**config.mk**
```make
export PLATFORM = sky130hd
export DESIGN_NAME = stopwatch_ctrl
export DESIGN_NICKNAME = d
export VERILOG_FILES = /design/src/rtl/stopwatch_pkg.sv /design/src/rtl/stopwatch_ctrl_key_edge.sv /design/src/rtl/stopwatch_ctrl.sv
export SDC_FILE = /design/constraint.sdc
export NUM_CORES = 1
export LEC_CHECK = 0
export CAP_MARGIN = 20
export CELL_PAD_IN_SITES_DETAIL_PLACEMENT = 2
export CELL_PAD_IN_SITES_GLOBAL_PLACEMENT = 2
export CORE_ASPECT_RATIO = 0.7
export CORE_MARGIN = 1
export CORE_UTILIZATION = 41
export DETAILED_ROUTE_END_ITERATION = 10
export GPL_ROUTABILITY_DRIVEN = 0
export PLACE_DENSITY = 0.95
export SYNTH_ARGS = -nofsm -noshare
export SYNTH_HDL_FRONTEND = slang
export SYNTH_SLANG_ARGS = --single-unit
```
**constraint.sdc**
```tcl
create_clock -name sys_clk -period 3 [get_ports sys_clk]
set_input_delay 0.6 -clock sys_clk [delete_from_list [all_inputs] [get_ports sys_clk]]
set_output_delay 0.6 -clock sys_clk [all_outputs]
set_load 0.005 [all_outputs]
```
**src/rtl/stopwatch_pkg.sv**
```systemverilog
// Shared stopwatch definitions: FSM state encodings and default timing constants
// used by the control, counter and display blocks.
package stopwatch_pkg;

    typedef enum logic [1:0] {
        IDLE    = 2'd0,
        RUNNING = 2'd1,
        PAUSED  = 2'd2,
        ALARM   = 2'd3
    } sw_state_e;

    localparam int unsigned TICK_DIV_DEF    = 1_000_000;
    localparam int unsigned BLINK_TICKS_DEF = 25;

endpackage

```
**src/rtl/stopwatch_ctrl_key_edge.sv**
```systemverilog
// Rising-edge detector for a debounced key level; a held key yields a single press.
module key_edge (
    input  logic clk,
    input  logic rst_n,
    input  logic key,
    output logic press
);

    logic key_d;
    logic key_q;

    always_comb begin
        key_d = key;
    end

    always_ff @(posedge clk or negedge rst_n) begin
        if (!rst_n) begin
            key_q <= 1'b0;
        end else begin
            key_q <= key_d;
        end
    end

    assign press = key & ~key_q;

endmodule

```
**src/rtl/stopwatch_ctrl.sv**
```systemverilog
// Stopwatch control: key command FSM, 10 ms count-tick prescaler and alarm LED blink.
module stopwatch_ctrl
    import stopwatch_pkg::*;
#(
    parameter int unsigned TICK_DIV    = TICK_DIV_DEF,
    parameter int unsigned BLINK_TICKS = BLINK_TICKS_DEF
) (
    input  logic       sys_clk,
    input  logic       reset_n,
    input  logic       key_a,
    input  logic       key_b,
    input  logic       key_c,
    input  logic       cnt_max,
    output logic       cnt_inc,
    output logic       cnt_clr,
    output logic [1:0] state,
    output logic       led_alarm
);

    localparam int unsigned PW = $clog2(TICK_DIV);
    localparam int unsigned BW = $clog2(BLINK_TICKS + 1);
    localparam logic [PW-1:0] PRESC_LAST = PW'(TICK_DIV - 1);
    localparam logic [BW-1:0] BLINK_LAST = BW'(BLINK_TICKS - 1);

    logic press_a, press_b, press_c;
    logic win_a, win_b, win_c;

    sw_state_e     state_q, state_d;
    logic [PW-1:0] presc_q, presc_d, presc_step;
    logic [BW-1:0] blink_q, blink_d;
    logic          inc_q, inc_d;
    logic          clr_q, clr_d;
    logic          led_q, led_d;
    logic          tick;

    key_edge u_edge_a (.clk(sys_clk), .rst_n(reset_n), .key(key_a), .press(press_a));
    key_edge u_edge_b (.clk(sys_clk), .rst_n(reset_n), .key(key_b), .press(press_b));
    key_edge u_edge_c (.clk(sys_clk), .rst_n(reset_n), .key(key_c), .press(press_c));

    // Only the highest-priority press (C > B > A) is acted on in a given cycle.
    assign win_c = press_c;
    assign win_b = press_b & ~press_c;
    assign win_a = press_a & ~press_b & ~press_c;

    assign tick       = (presc_q == PRESC_LAST);
    assign presc_step = tick ? '0 : presc_q + 1'b1;

    always_comb begin
        state_d = state_q;
        presc_d = presc_q;
        blink_d = blink_q;
        inc_d   = 1'b0;
        clr_d   = 1'b0;
        led_d   = led_q;
        case (state_q)
            IDLE: begin
                if (win_a) begin
                    state_d = RUNNING;
                    presc_d = '0;
                end
            end
            RUNNING: begin
                if (win_c) begin
                    state_d = IDLE;
                    clr_d   = 1'b1;
                    presc_d = '0;
                end else if (cnt_max) begin
                    // Restart the prescaler so the first LED half period is a full one.
                    state_d = ALARM;
                    presc_d = '0;
                    blink_d = '0;
                    led_d   = 1'b1;
                end else begin
                    presc_d = presc_step;
                    inc_d   = tick;
                    if (win_b) state_d = PAUSED;
                end
            end
            PAUSED: begin
                if (win_c) begin
                    state_d = IDLE;
                    clr_d   = 1'b1;
                    presc_d = '0;
                end else if (win_a) begin
                    state_d = RUNNING;
                end
            end
            ALARM: begin
                if (win_c) begin
                    state_d = IDLE;
                    clr_d   = 1'b1;
                    presc_d = '0;
                    blink_d = '0;
                    led_d   = 1'b0;
                end else begin
                    presc_d = presc_step;
                    if (tick) begin
                        if (blink_q == BLINK_LAST) begin
                            blink_d = '0;
                            led_d   = ~led_q;
                        end else begin
                            blink_d = blink_q + 1'b1;
                        end
                    end
                end
            end
            default: state_d = IDLE;
        endcase
    end

    always_ff @(posedge sys_clk or negedge reset_n) begin
        if (!reset_n) begin
            state_q <= IDLE;
            presc_q <= '0;
            blink_q <= '0;
            inc_q   <= 1'b0;
            clr_q   <= 1'b0;
            led_q   <= 1'b0;
        end else begin
            state_q <= state_d;
            presc_q <= presc_d;
            blink_q <= blink_d;
            inc_q   <= inc_d;
            clr_q   <= clr_d;
            led_q   <= led_d;
        end
    end

    assign cnt_inc   = inc_q;
    assign cnt_clr   = clr_q;
    assign state     = state_q;
    assign led_alarm = led_q;

endmodule

```
======== Word-level counts from Yosys, hierarchy flattened ========
Cells that the tools add are included.
storage, ports and cells
  flip-flop bits (word level) ............. 33
  bits in latches ......................... 0
  bits in writable memories ............... 0
  memory bits (read-only) ................. 0
  input port bits ......................... 6
  output and inout port bits .............. 5
  word-level logic and storage cells ...... 74
  memories kept ........................... 0
operators by class
  add/sub/neg operators ................... 2
  multipliers ............................. 0
  divide/modulo/power cells ............... 0
  $lt $le $gt $ge ......................... 0
  equal/unequal tests ..................... 13
  shift-type cells ........................ 0
  mux-type cells .......................... 31
  bitwise logic cells ..................... 12
  reductions and logical operators ........ 7
operators with widths
  operator                                        number
  two-way mux 20 bit                              6
  one-hot mux 20 bit (4 select lines)             1
  two-way mux 5 bit                               5
  adder 20 x 1 -> 20 bit (second input constant)  1
  == test 20 bit (second input constant)          1
  two-way mux 2 bit                               6
  two-way mux 1 bit                               10
  inequality test 2 bit (second input constant)   5
  one-hot mux 5 bit (2 select lines)              1
  one-hot mux 2 bit (4 select lines)              1
  AND 1 bit                                       6
  inequality test 3 bit (second input constant)   2
  NOT 1 bit                                       6
  adder 5 x 1 -> 5 bit (second input constant)    1
  == test 5 bit (second input constant)           1
  AND reduction 5 bit                             1
  == test 2 bit (second input constant)           2
  inequality test 4 bit (second input constant)   1
  AND reduction 2 bit                             2
  AND reduction 4 bit                             1
  OR reduction 3 bit                              1
  == test 2 x 1 -> 1 bit (second input constant)  1
  zero test 2 bit                                 1
  one-hot mux 1 bit (2 select lines)              1
  nonzero test 2 bit                              1

======== Depth between registers and ports, before layout ========
Gate-level depths: netlist of run 1.
  depth in word-level cells ............... 8
  mapped depth ............................ 7

======== Hierarchy ========
From an unflattened synthesis of run 1, not the netlist that was laid out.
second synthesis, totals
  cells, all modules ...................... 196
  area, all modules ....................... 1855.5 um^2
modules (own cells, without submodules)
  module          times used  cells an instance  area each (um^2)  sequential area each (um^2)
  stopwatch_ctrl  1           190                1739.2            750.7
  key_edge        3           2                  38.8              25.0

======== Least setup slack after synthesis of run 1 ========
No wires, ideal clock.
  kind .................................... register to register
  from .................................... reg presc_q[0]
  to ...................................... reg blink_q[3]
  setup time .............................. 0.124 ns
  arrival time ............................ 1.813 ns
  slack ................................... 1.063 ns
  stages on the path, launching flop included .. 8
  buffers on the path ..................... 1
  clock period less this slack ............ 1.937 ns
  cells stage by stage .................... dfrtp_1 ha_1 and4_4 and4_4 and4_1 buf_6 or2_4 a211o_1
between the ends
  longest elaborated chain between the ends .. 3
RTL lines
  element                                 RTL line               source
  start: declaration                      stopwatch_ctrl.sv:29   logic [PW-1:0] presc_q, presc_d, presc_step;
  start signal: assignment                stopwatch_ctrl.sv:121  presc_q <= presc_d;
  == test 20 bit                          stopwatch_ctrl.sv:45   assign tick = (presc_q == PRESC_LAST);
  inequality test 3 bit (no source line)  --
  AND reduction 4 bit (no source line)    --
  end signal: assignment                  stopwatch_ctrl.sv:122  blink_q <= blink_d;
  end: declaration                        stopwatch_ctrl.sv:30   logic [BW-1:0] blink_q, blink_d;
No other way between the ends.
A chain may end at the register's enable or synchronous reset.

======== Final worst setup path of run 1 ========
  from .................................... reg presc_q[0]
  to ...................................... reg presc_q[10]
between the ends
  longest elaborated chain between the ends .. 5
RTL lines
  element                                                   RTL line                                    source
  adder 20 x 1 -> 20 bit or == test 20 bit (tied branches)  stopwatch_ctrl.sv:46, stopwatch_ctrl.sv:45
  two-way mux 20 bit (*)                                    stopwatch_ctrl.sv:46                        assign presc_step = tick ? '0 : presc_q + 1'b1;
  two-way mux 20 bit                                        stopwatch_ctrl.sv:67                        end else if (cnt_max) begin
  two-way mux 20 bit                                        stopwatch_ctrl.sv:63                        if (win_c) begin
  one-hot mux 20 bit (4 select lines) (*)                   stopwatch_ctrl.sv:55                        case (state_q)
Every way passes the cells marked *; elsewhere a longest branch is shown, timed or not.

==> results.sh, run 1 <==
export IMPL_clkLatencyLatePin_ns=0.29
export IMPL_cts_buffers=5
export IMPL_grt_max_degree=34
export IMPL_antenna_left=0
export IMPL_finalCritPeriodShare_pct=77.6
export IMPL_peakVddDrop_v=0.000302
export IMPL_nNetsFinal=213
export IMPL_period_minus_slack_ns=2.33
export IMPL_vias=1617
export IMPL_crit_family="compound AO/OA/AOI/OAI gates"
export IMPL_synthTopCellsByArea="dfrtp_1 44%, nand2_1 3.8%, nand3_1 3.8%"
export IMPL_vias_per_cell=6.22
export IMPL_p_int_mw=0.765
export IMPL_route_detailed_drc=0
export IMPL_clock_sinks=33
export IMPL_hold_depth=1
export IMPL_dieArea_um2=4820
export IMPL_place_port_buffers=10
export IMPL_skew_ns=0.00728
export IMPL_fmax_mhz=430
export IMPL_grtUsageTotal_pct=27.3
export IMPL_antenna_found_initial=0
export IMPL_hold_viol_final=0
export IMPL_postLayoutCoreUtil_pct=48.4
export IMPL_grt_pass1_vias=1727
export IMPL_place_ws_ns=0.453
export IMPL_power_frac_seq_pct=48.0
export IMPL_core_um2=4350
export IMPL_critPathMaxFanout=16
export IMPL_wirelength_mm=5.75
export IMPL_rsz0062_at_grt="no"
export IMPL_max_slew_margin_pct=60.6
export IMPL_cts_tree="done"
export IMPL_grt_ovfl_total=0
export IMPL_synth_top_area_share_pct=44.3
export IMPL_rows=20
export IMPL_finalSetupViolCount=0
export IMPL_worst_path_buf_inv=1
export IMPL_ys_flop_type="dfrtp_1"
export IMPL_dp_hpwl_mm=3.96
export IMPL_synth_top_area_cell="dfrtp_1"
export IMPL_yosysMostFrequentCell="dfrtp_1"
export IMPL_htreeDepth=2
export IMPL_slowest_stage="a21oi_2"
export IMPL_path_cells="ha_1, and4_4, and4_4, a21oi_2, buf_4, nand2_1, a31oi_1"
export IMPL_path_class="reg -> reg"
export IMPL_yosysSeqAreaShare_pct=44.3
export IMPL_placed_area_um2=2010
export IMPL_ioPinCount=11
export IMPL_layout_drive_gt1_share_pct=12.2
export IMPL_switching_share_pct=30.4
export IMPL_max_slew_worst_pin_slew_ns=0.590
export IMPL_p_comb_share_pct=17.2
export IMPL_syn_area_per_cell_um2=9.75
export IMPL_drt_iter0_drc=89
export IMPL_finalSetupTns_ns=0
export IMPL_root_buffer="clkbuf_8"
export IMPL_worstHoldPathType="reg -> reg"
export IMPL_async_flop_share_pct=100
export IMPL_drt_pass1_iter_count=4
export IMPL_p_leak_nw=0.920
export IMPL_timing_final_ws_setup_ns=0.673
export IMPL_p_sw_mw=0.334
export IMPL_area_growth_pct=13.2
export IMPL_syn_nets=200
export IMPL_die_w_um=82.6
export IMPL_ff2ff_path_depth=7
export IMPL_synth_seq_cells=33
export IMPL_clk_pin_slew_ns=0.07
export IMPL_synthesis_area_um2=1860
export IMPL_start_kind="flop"
export IMPL_grt_pass1_wl_mm=9.44
export IMPL_syn_inst=191
export IMPL_clockPowerShare_pct=34.8
export IMPL_path_depth=7
export IMPL_yosys_warnings=0
export IMPL_status="completed"
export IMPL_required_ns=3.20
export IMPL_die_h_um=58.4
export IMPL_power_density_nw_per_um2=521
export IMPL_cts_hold_fix_buffers=0
export IMPL_start_util_pct=42.8
export IMPL_ys_top_cells_by_count="33 x dfrtp_1, 19 x nand2_1, 14 x nand3_1, 11 x a21oi_1, 11 x nor2_1"
export IMPL_crit_path_end_kind="flop"
export IMPL_maxCapViolCount=0
export IMPL_diodes=0
export IMPL_drv_slew=0
export IMPL_crit_top_cell="and4_4"
export IMPL_cpPeakStageDelay_ns=0.46
export IMPL_synth_cell_types=52
export IMPL_cts_resized=0
export IMPL_nFillCells=455
export IMPL_clockBufferDepth=2
export IMPL_synth_edf_count=0
export IMPL_design_area_um2=2110
export IMPL_routedWlPerCell_um=22.1
export IMPL_arrival_ns=2.53
export IMPL_post_cts_buffers=0
power groups by stage:
stage               clock network [mW]  registers, mW  logic [mW]
floorplan                            0          0.513       0.114
global placement                     0          0.525       0.171
detailed placement                   0          0.533       0.187
CTS                              0.389          0.527       0.190
global route                     0.404          0.531       0.207
finish                           0.383          0.527       0.190
area by class of cell:
type / instances / area, µm² / share of cell area (%)
well taps: 55 / 68.8 / 3.26
flip-flops and latches: 33 / 826 / 39.1
clock buffers: 7 / 96.3 / 4.57
inverters: 6 / 22.5 / 1.07
repair buffers: 13 / 123 / 5.81
clock inverters: 1 / 5.00 / 0.237
multi-input cells: 145 / 968 / 45.9
cell usage in the layout, fill, tap and decap left out, types with 4 or more instances in the layout:
cell             netlist  routed
nand2_1               19      19
inv_1                  6       6
a21oi_1               11      11
a22o_1                 4       4
dfrtp_1               33      33
nand3_1               14      14
nor2_1                11      11
clkbuf_8               0       7
a31oi_1               10      10
clkdlybuf4s50_1        0      10
nor3b_1                4       4
o21ai_0                8       8
nand2b_1               5       5
path summary, 6_finish.rpt:
path | startpoint | to | slack (ns)
max | presc_q[0] | presc_q[10] | 0.67
max in group asynchronous | reset_n | u_edge_a.key_q | 1.97
min | presc_q[19] | presc_q[19] | 0.51
max reg2reg | presc_q[0] | presc_q[10] | 0.67
min in group asynchronous | reset_n | blink_q[4] | 0.72
min reg2reg | presc_q[19] | presc_q[19] | 0.51
state kept, by name (all words and copies together), names as in the netlist:
register / cells
blink_q: 5
cnt_clr: 1
cnt_inc: 1
led_alarm: 1
presc_q: 20
state: 2
u_edge_a.key_q: 1
u_edge_b.key_q: 1
u_edge_c.key_q: 1
metrics by stage:
stage,instances,power (mW),hold WS (ns)
after floorplan,191,0.627,0.304
after global placement,252,0.697,0.467
after detailed placement,252,0.720,0.488
after CTS,260,1.11,0.504
after global routing,260,1.14,0.551
final,260,1.10,0.513
layer usage:
metal	share of wire [%]	GRT usage [%]	vias up
li1	-	-	736
met1	47	36.5	846
met2	49	44.6	24
met3	2.8	5.74	11
met4	1.4	8.62	0
met5	0	0	-
logic make-up after synthesis:
logic type | synth area share [%]
AO/OA/AOI/OAI | 18.9
flip-flops | 44.3
buffers and inverters | 3.69
AND/OR/NAND/NOR | 28.0
adder cells (fa/ha/maj) | 2.01
XOR/XNOR | 1.41
multiplexers | 1.61
(Power assumes the default switching activity.)
==> inputs of run 2 (changes only) <==
--- a/config.mk
+++ b/config.mk
@@ -10,10 +10,10 @@
 export CELL_PAD_IN_SITES_GLOBAL_PLACEMENT = 2
 export CORE_ASPECT_RATIO = 0.7
 export CORE_MARGIN = 1
-export CORE_UTILIZATION = 41
+export CORE_UTILIZATION = 38
 export DETAILED_ROUTE_END_ITERATION = 10
 export GPL_ROUTABILITY_DRIVEN = 0
-export PLACE_DENSITY = 0.95
+export PLACE_DENSITY = 0.91
 export SYNTH_ARGS = -nofsm -noshare
 export SYNTH_HDL_FRONTEND = slang
 export SYNTH_SLANG_ARGS = --single-unit
==> constraint.sdc (replaced) <==
create_clock -name sys_clk -period 2.2 [get_ports sys_clk]
set_input_delay 0.44 -clock sys_clk [delete_from_list [all_inputs] [get_ports sys_clk]]
set_output_delay 0.44 -clock sys_clk [all_outputs]
set_load 0.005 [all_outputs]
==> run 2 against run 1 <==
Effect of this change: cell area grew 4.2%; setup slack lost 0.55 ns; largest cell class unchanged; sequential share of layout area shrank 1.6 points; die area grew 7.7%; register-to-register slack lost 0.55 ns; critical path type unchanged; core utilization grew 0.088 points.
==> results.sh, run 2 (same netlist as run 1, synthesis figures left out) <==
export IMPL_p_sw_mw=0.449
export IMPL_grt_pass1_wl_mm=9.13
export IMPL_power_density_nw_per_um2=688
export IMPL_p_leak_nw=0.969
export IMPL_crit_top_cell="and4_4"
export IMPL_start_util_pct=41.1
export IMPL_startpoint="presc_q[0]"
export IMPL_area_growth_pct=18.0
export IMPL_cts_hold_fix_buffers=0
export IMPL_hold_viol_final=0
export IMPL_htreeDepth=2
export IMPL_arrival_ns=2.27
export IMPL_switching_share_pct=29.7
export IMPL_period_minus_slack_ns=2.08
export IMPL_grt_max_degree=34
export IMPL_required_ns=2.39
export IMPL_finalCritPeriodShare_pct=94.6
export IMPL_core_um2=4530
export IMPL_place_port_buffers=10
export IMPL_grt_use_met2_pct=39.9
export IMPL_p_total_mw=1.51
export IMPL_grt_pass1_vias=1742
export IMPL_antenna_left=0
export IMPL_rsz0062_at_grt="no"
export IMPL_drt_pass1_iter_count=4
export IMPL_clkLatencyLatePin_ns=0.29
export IMPL_worstHoldPathType="reg -> reg"
export IMPL_skew_ns=0.00839
export IMPL_cts_resized=0
export IMPL_layout_common_cells="33 x dfrtp_1, 19 x nand2_1, 14 x nand3_1"
export IMPL_use_met1_pct=30.9
export IMPL_path_cells="ha_1, and4_4, and4_4, and4_1, nor3b_1, a211o_1"
export IMPL_rows=20
export IMPL_cpPeakStageDelay_ns=0.45
export IMPL_fmax_mhz=480
export IMPL_r2r_end="blink_q[4]"
export IMPL_cts_buffers=5
export IMPL_post_cts_buffers=0
export IMPL_path_class="reg -> reg"
export IMPL_layout_drive_gt1_share_pct=16.3
export IMPL_vias=1603
export IMPL_dp_hpwl_mm=3.98
export IMPL_max_slew_margin_pct=65.0
export IMPL_diodes=0
export IMPL_crit_path_end_kind="flop"
export IMPL_mostFrequentLayoutCell="dfrtp_1"
export IMPL_crit_end="blink_q[4]"
export IMPL_grt_ovfl_total=0
export IMPL_die_w_um=85.7
export IMPL_p_comb_share_pct=18.5
export IMPL_regMostFlops="presc_q"
export IMPL_clk_pin_slew_ns=0.07
export IMPL_largest_register_ffs=20
export IMPL_clock_sinks=33
export IMPL_critPathMaxFanout=7
export IMPL_hold_slack_ns=0.538
export IMPL_p_int_mw=1.06
export IMPL_clockBufferDepth=2
export IMPL_max_slew_worst_pin_slew_ns=0.524
export IMPL_ff2ff_path_depth=6
export IMPL_power_frac_seq_pct=47.4
export IMPL_status="completed"
export IMPL_dieArea_um2=5190
export IMPL_peakVddDrop_v=0.000385
export IMPL_vias_per_cell=5.70
export IMPL_dp_cells=273
export IMPL_wirelength_mm=5.47
export IMPL_grtUsageTotal_pct=23.7
export IMPL_slowest_stage="dfrtp_1"
export IMPL_fin_cells=281
export IMPL_grt_use_met3_pct=5.31
export IMPL_finalSetupViolCount=0
export IMPL_antenna_found_initial=0
export IMPL_routedWlPerCell_um=19.5
export IMPL_die_h_um=60.6
export IMPL_drv_slew=0
export IMPL_route_detailed_drc=0
export IMPL_root_buffer="clkbuf_8"
export IMPL_clockPowerShare_pct=34.0
export IMPL_cts_tree="done"
export IMPL_ioPinCount=11
export IMPL_nNetsFinal=223
export IMPL_reg2reg_from="presc_q[0]"
export IMPL_reg2reg_slack_ns=0.12
export IMPL_drt_iter0_drc=46
export IMPL_maxCapViolCount=0
export IMPL_start_kind="flop"
export IMPL_top_usage_layer="met2"
run 2: worst max-delay path: cells and delay by family, from the launching register on:
| family | cells | cell delay, ns |
|---|---|---|
| compound gates | 1 | 0.27 |
| fa+ha+maj | 1 | 0.31 |
| flops | 1 | 0.45 |
| simple gates | 4 | 0.96 |
run 2: worst min path at each step:
stage,from,endpoint,slack [ns],depth (start not counted)
floorplan,reset_n,blink_q[0],0.14,0
global placement,presc_q[19],presc_q[19],0.47,1
detailed placement,presc_q[15],presc_q[15],0.51,1
CTS,led_alarm,led_alarm,0.55,1
global route,presc_q[19],presc_q[19],0.57,1
finish,presc_q[16],presc_q[16],0.54,1
run 2: metrics by stage:
step,util (%),area [µm²],TNS (ns),setup WS (ns)
after global routing,48.5,2200,0,0.0175
after global placement,46.3,2100,0,0.0157
after CTS,48.5,2200,0,0.136
after floorplan,-,1860,0,0.263
final,48.5,2200,0,0.119
after detailed placement,46.3,2100,-1.29,-0.136
run 2: layer usage:
metal  vias up  routed length [µm]
li1        752                   -
met1       817                2680
met2        24                2550
met3        10                 173
met4         0                  70
met5         -                   0
run 2: final cells by class:
| type | instances | area, µm² |
|---|---|---|
| Fill cell | 488 | 2330 |
| Multi-Input combinational cell | 145 | 968 |
| Sequential cell | 33 | 826 |
| Timing Repair Buffer | 23 | 198 |
| Clock buffer | 7 | 96.3 |
| Tap cell | 66 | 82.6 |
| Inverter | 6 | 22.5 |
| Clock inverter | 1 | 5.00 |
run 2: power by group through the flow:
| stage | clock network, mW | registers, mW | logic, mW |
|---|---|---|---|
| final | 0.515 | 0.717 | 0.280 |
| after detailed placement | 0 | 0.725 | 0.279 |
| after floorplan | 0 | 0.700 | 0.155 |
| after global routing | 0.548 | 0.724 | 0.308 |
| after global placement | 0 | 0.719 | 0.258 |
| after CTS | 0.528 | 0.715 | 0.284 |
